===== config.mk =====
export PLATFORM = sky130hd
export DESIGN_NAME = hazard_ctl
export DESIGN_NICKNAME = d
export VERILOG_FILES = /design/src/rtl/hazard_ctl.sv
export SDC_FILE = /design/constraint.sdc
export NUM_CORES = 1
export LEC_CHECK = 0
export CAP_MARGIN = 20
export CORE_MARGIN = 3
export CORE_UTILIZATION = 43
export DETAILED_ROUTE_END_ITERATION = 12
export GPL_TIMING_DRIVEN = 0
export PLACE_DENSITY = 0.74
export SLEW_MARGIN = 30
export SYNTH_ARGS = -nofsm -noshare
export SYNTH_HDL_FRONTEND = slang
export SYNTH_SLANG_ARGS = --single-unit

===== constraint.sdc =====
create_clock -name clk -period 1.9 [get_ports clk]
set_input_delay 0.19 -clock clk [delete_from_list [all_inputs] [get_ports clk]]
set_output_delay 0.19 -clock clk [all_outputs]
set_load 0.01 [all_outputs]

===== src/rtl/hazard_ctl.sv =====
// Decode-side RAW hazard, redirect squash and halt-drain control for the 5-stage pipeline.
// stall/bubble/flushIFID are combinational in the same cycle; haltOut is a flop; stall holds PC and IF/ID.
module hazard_ctl #(
    parameter int DRAIN_CYCLES = 3
) (
    input  logic        clk,
    input  logic        rst,
    input  logic        decValid,
    input  logic [2:0]  rs,
    input  logic [2:0]  rt,
    input  logic        useRs,
    input  logic        useRt,
    input  logic [2:0]  decWritereg,
    input  logic        decRegWrite,
    input  logic        decHalt,
    input  logic        redirect,
    output logic        stall,
    output logic        bubble,
    output logic        flushIFID,
    output logic        haltOut,
    output logic [15:0] stallCount
);

    typedef enum logic [1:0] {RUN, DRAIN, HALTED} state_t;

    localparam logic [1:0] DRAIN_LAST = 2'(DRAIN_CYCLES - 1);

    state_t     state;
    logic [1:0] drain_cnt;
    logic       ex_v;
    logic [2:0] ex_reg;
    logic       mem_v;
    logic [2:0] mem_reg;

    logic       rs_hit;
    logic       rt_hit;
    logic       hazard;
    logic       run_stall;

    // No forwarding: any in-flight writer in EX or MEM blocks a matching reader.
    always_comb begin
        rs_hit    = useRs & ((ex_v & (ex_reg == rs)) | (mem_v & (mem_reg == rs)));
        rt_hit    = useRt & ((ex_v & (ex_reg == rt)) | (mem_v & (mem_reg == rt)));
        hazard    = decValid & (rs_hit | rt_hit);
        run_stall = hazard & ~redirect;
    end

    always_comb begin
        stall     = 1'b1;
        bubble    = 1'b1;
        flushIFID = 1'b0;
        if (state == RUN) begin
            stall     = run_stall;
            bubble    = run_stall | redirect;
            flushIFID = redirect;
        end
    end

    always_ff @(posedge clk) begin
        if (rst) begin
            state      <= RUN;
            drain_cnt  <= 2'd0;
            ex_v       <= 1'b0;
            ex_reg     <= 3'd0;
            mem_v      <= 1'b0;
            mem_reg    <= 3'd0;
            stallCount <= 16'd0;
            haltOut    <= 1'b0;
        end else begin
            mem_v   <= ex_v;
            mem_reg <= ex_reg;
            ex_v    <= decValid & decRegWrite & ~bubble & (state == RUN);
            ex_reg  <= decWritereg;

            if ((state == RUN) && stall && (stallCount != 16'hFFFF)) begin
                stallCount <= stallCount + 16'd1;
            end

            case (state)
                RUN: begin
                    // HALT itself issues into ID/EX; the drain covers EX, MEM and WB.
                    if (decValid && decHalt && !stall && !redirect) begin
                        state     <= DRAIN;
                        drain_cnt <= 2'd0;
                    end
                end
                DRAIN: begin
                    drain_cnt <= drain_cnt + 2'd1;
                    if (drain_cnt == DRAIN_LAST) begin
                        state   <= HALTED;
                        haltOut <= 1'b1;
                    end
                end
                HALTED: begin
                    haltOut <= 1'b1;
                end
                default: begin
                    state <= RUN;
                end
            endcase
        end
    end

endmodule


# Word-level counts from Yosys, hierarchy flattened
# Cells that the tools add are included.
# op_classes
addsub,2
n_mux,10
n_reduce_logical,13
n_eq_ne,10
bitwise_logic,18
# op_table
op,n
$add 16x1->16 const B,1
$ne 16x16->1 const B,1
$eq 3x3->1,4
$and 1x1->1,11
$mux 2,3
$pmux 2 s3,1
$logic_and 1x1->1,5
$eq 2x2->1 const B,2
$mux 1,4
$or 1x1->1,4
$pmux 2 s2,1
$reduce_and 2->1,2
$reduce_bool 2->1,2
$not 1->1,3
$reduce_and 3->1,1
$add 2x1->2 const B,1
$eq 2x1->1 const B,1
$logic_not 1->1,2
$logic_not 2->1,1
$ne 2x1->1 const B,1
$ne 2x2->1 const B,1
$pmux 1 s2,1
# totals
wordCells,61
inputBits,17
out_inout_bits,20
ff_bits,29

# Longest topological paths before layout
# depth
depth_word,13
depth_mapped,9
depth_no_buf,7

# Worst setup path before layout
# OpenSTA, ideal clock, no wires.
# synth_timing
kind,reg2reg
startpoint,register stallCount[0]
endpoint,register stallCount[11]
slack_ns,-0.101
period_less_slack_ns,2.001
arrival_ns,1.880
n_path_buf,1
path_stages_with_launch,9
required_ns,1.779
cell_sequence,dfxtp_1 ha_1 nand4_1 nor4_1 a211oi_1 nor2_1 buf_6 nor4_1 mux2_2
# synth_between
elab_chain_cells,2
word_cells_on_any_way,3
cone_classes,add/sub (1); eq/ne (1); reduce/logical (1)
# synth_lines
item,line_no,text
"start, declared",21,output logic [15:0] stallCount
"start signal, assigned",76,stallCount <= stallCount + 16'd1;
"parallel branches: the longest is 2 deep, another holds $add 16x1->16",-,
# Several ways; the timed one is not identified.
# A chain may end at the register's enable or synchronous reset.

# Worst setup path in the final report
# layout_timing
startpoint,input port rs[0]
endpoint,register stallCount[7]
# layout_between
elab_chain_cells,10
word_cells_on_any_way,12
cone_classes,eq/ne (2); mux (1); bitwise (7); reduce/logical (2)
# layout_lines
item,line_no,text
"start, declared",9,"input logic [2:0] rs,"
$eq 3x3->1,42,rs_hit = useRs & ((ex_v & (ex_reg == rs)) | (mem_v & (mem_reg == rs)));
$and 1x1->1,42,
$or 1x1->1 *,42,
$and 1x1->1 *,42,
$or 1x1->1 *,44,hazard = decValid & (rs_hit | rt_hit);
$and 1x1->1 *,44,
$and 1x1->1 *,45,run_stall = hazard & ~redirect;
$mux 1 *,52,if (state == RUN) begin
$logic_and 1x1->1 * (2 in series),75,if ((state == RUN) && stall && (stallCount != 16'hFFFF)) begin
# Every way passes the cells marked *; elsewhere a longest branch is shown, timed or not.

==> flow_metrics.tcl <==
set metrics [dict create \
    status "finished with violations" \
    violations "negative setup slack" \
    cp-end-kind "register" \
    max_slew_margin_pct 66.92 \
    synth.avg_cell_area_um2 8.566 \
    ant_nets 0 \
    setup_viol 9 \
    worst_setup_path_start_kind "input pin" \
    antenna_cells 0 \
    timing.hold.ws_ns 0.3712 \
    wl_per_cell_um 14.55 \
    initial_core_util_pct 46.28 \
    hold_violations 0 \
    cp_slowest_stage_delay_ns 0.54 \
    wl_mm 3.855 \
    die_h_um 64.02 \
    drv_cap 0 \
    critical_path.top_delay_family "simple AND/OR/NAND/NOR gates" \
    cts_made_buffers 5 \
    grt_overflow 0 \
    power_density_nw_per_um2 501.2 \
    ctsHoldBuffers 0 \
    antenna_found_initial 0 \
    hold_path.class "input pin to register" \
    min_period_ns 1.999 \
    clock_latency_ns 0.31 \
    synth_area_leaders "dfxtp_1 (40%), xnor2_1 (8.5%), nor2b_1 (4.8%)" \
    routed_via_density 5.509 \
    required_ns 2.14 \
    syn_inst 169 \
    num_io_pins 37 \
    die-area_um2 4099 \
    rows 20 \
    maxSlewViolCount 0 \
    grt_max_degree 11 \
    drc 0 \
    yosys.area.top_type "dfxtp_1" \
    track_usage_pct 19.45 \
    place_ws_ns -0.5636 \
    drive_gt1_share_pct 25.34 \
    fin_worst_skew_ns 0.008879 \
    portBuffers 35 \
    finalCritPeriodShare_pct 105.2 \
    cp_data_arrival_time_ns 2.24 \
    grt_pass1_wl_mm 6.306 \
    drt-pass1-iter-count 4 \
    largest_register_ffs 16 \
    ys_ff_latch 29 \
    synth_edf_count 0 \
    fmax_mhz 500.2 \
    async_reset_ff_share_pct 0 \
    core-area_um2 3128 \
    cts_tree "yes" \
    clock_path_buffers 2 \
    finalWorstSetupSlack_ns -0.09915 \
    netlist_area_um2 1448 \
    tns_ns -0.4090 \
    area_growth_pct 48.92 \
    dieWidth_um 64.02 \
    rsz0062_at_grt "true" \
    h-tree-depth 2 \
    drtIter0Drc 73 \
    p_leak_uw 0.0007455 \
    yosysTopAreaCellShare_pct 40.10 \
    root_buffer "clkbuf_4" \
    p_total_uw 1081 \
    nets 241 \
    path_cells "clkdlybuf4s50_1, xnor2_1, nand4_1, a211oi_2, nor2_4, buf_6, or4_1, a21oi_1" \
    synthDistinctLibCells 33 \
    crit_fanout 6 \
    gp_congestion 0.8113 \
    peakVddDrop_mv 0.3791 \
    detailed_place_hpwl_mm 2.614 \
    grt_pass1_vias 1420 \
    slowest_stage "clkdlybuf4s50_1" \
    worst_pin_slew_ns 0.4962 \
    crit_buf_inv 2 \
    clkTransAtPathRegs_ns 0.09 \
    yosysWarnings 0 \
    crit_type "input pin to register" \
    synth_flop_cell "dfxtp_1" \
    seq_area_frac_synth_pct 40.10 \
    synth_nets 188 \
    clock_sinks 29 \
    vias 1460 \
]
[timing repair]
action / CTS / global route
pin swaps: 19 / 9
setup endpoints to repair: 18 / 18
gates cloned: 1 / 1
setup buffers: 8 / 2
resized for setup: 35 / 19
[power by group]
group          internal (uW)  switching, uW
combinational           76.1           61.4
sequential               612           11.3
clock                    128            192
total                    816            265
[synthesized netlist by cell type, types with 2 or more instances]
library cell,number
inv_1,8
nor3_1,3
xnor2_1,14
nor4_1,3
dfxtp_1,29
nand2_1,12
nand3_1,4
or4_1,6
a211oi_1,2
a21oi_1,12
nor2b_1,11
nor2_1,11
mux2_2,2
a31oi_1,2
o31ai_1,8
o21ai_0,8
or3_1,6
clkbuf_1,4
nand4_1,9
ha_1,2
[kinds of logic (layout without fill, tap and decap cells)]
group,count (synthesis),in the layout,share of synthesized area [%]
and+or+nand+nor,71,71,28.18
DFF,29,29,40.10
AOI/OAI and AO/OA,35,35,14.78
adders and majority gates,2,2,1.728
buffers and inverters,15,67,4.494
muxes,3,3,2.247
xor gates and xnor gates,14,14,8.470
[cell usage in the layout, fill, tap and decap left out, types with 2 or more instances in the layout]
| master | n |
|---|---|
| clkdlybuf4s50_1 | 32 |
| nand2_1 | 11 |
| nor2b_1 | 11 |
| nor2_1 | 9 |
| nor3_1 | 3 |
| a21oi_1 | 12 |
| or3_1 | 5 |
| clkbuf_4 | 5 |
| nand4_1 | 9 |
| nand3_1 | 3 |
| o21ai_0 | 5 |
| dfxtp_4 | 8 |
| o21ai_2 | 2 |
| buf_6 | 2 |
| dfxtp_2 | 7 |
| inv_1 | 8 |
| a31oi_1 | 2 |
| buf_4 | 10 |
| o31ai_1 | 7 |
| clkbuf_1 | 3 |
| nor4_4 | 2 |
| dfxtp_1 | 14 |
| or4_1 | 6 |
| xnor2_1 | 14 |
[worst paths after layout]
kind / startpoint / end / slack, ns / cells past startpoint
min reg2reg: haltOut / haltOut / 0.47 / 2
max reg2reg: ex_reg[1] / stallCount[7] / -0.1 / 7
max: rs[0] / stallCount[7] / -0.1 / 8
min: rst / drain_cnt[0] / 0.37 / 3
[tightest hold or removal path, stage by stage]
cell      delay [ns]
clkbuf_1        0.19
nor2_1          0.14
a221o_1         0.14
[final cells by class]
cell class                      count  area (um2)
Buffer                              6       41.29
Clock buffer                        5       37.54
Clock inverter                      1       5.005
Fill cell                         239       972.2
Inverter                            8       30.03
Multi-Input combinational cell    125       913.4
Sequential cell                    29       619.3
Tap cell                           44       55.05
Timing Repair Buffer               47       454.2
[through the flow]
step                utilization [%]  instance area (um2)  std cells
global placement              59.88                 1873        248
finish                        68.92                 2156        265
floorplan                         -                 1468        169
global route                  68.92                 2156        265
detailed placement            59.88                 1873        248
CTS                           66.60                 2083        262
[per-layer routing]
layer / track usage (%) / vias up / wire length [um] / share of wire (%)
met2: 32.77 / 43 / 1953 / 51
met3: 5.272 / 9 / 235 / 6.1
met1: 22.56 / 688 / 1583 / 41
li1: - / 720 / - / -
met5: 0 / - / 0 / 0
met4: 9.434 / 0 / 82 / 2.1
(Power assumes the default switching activity.)
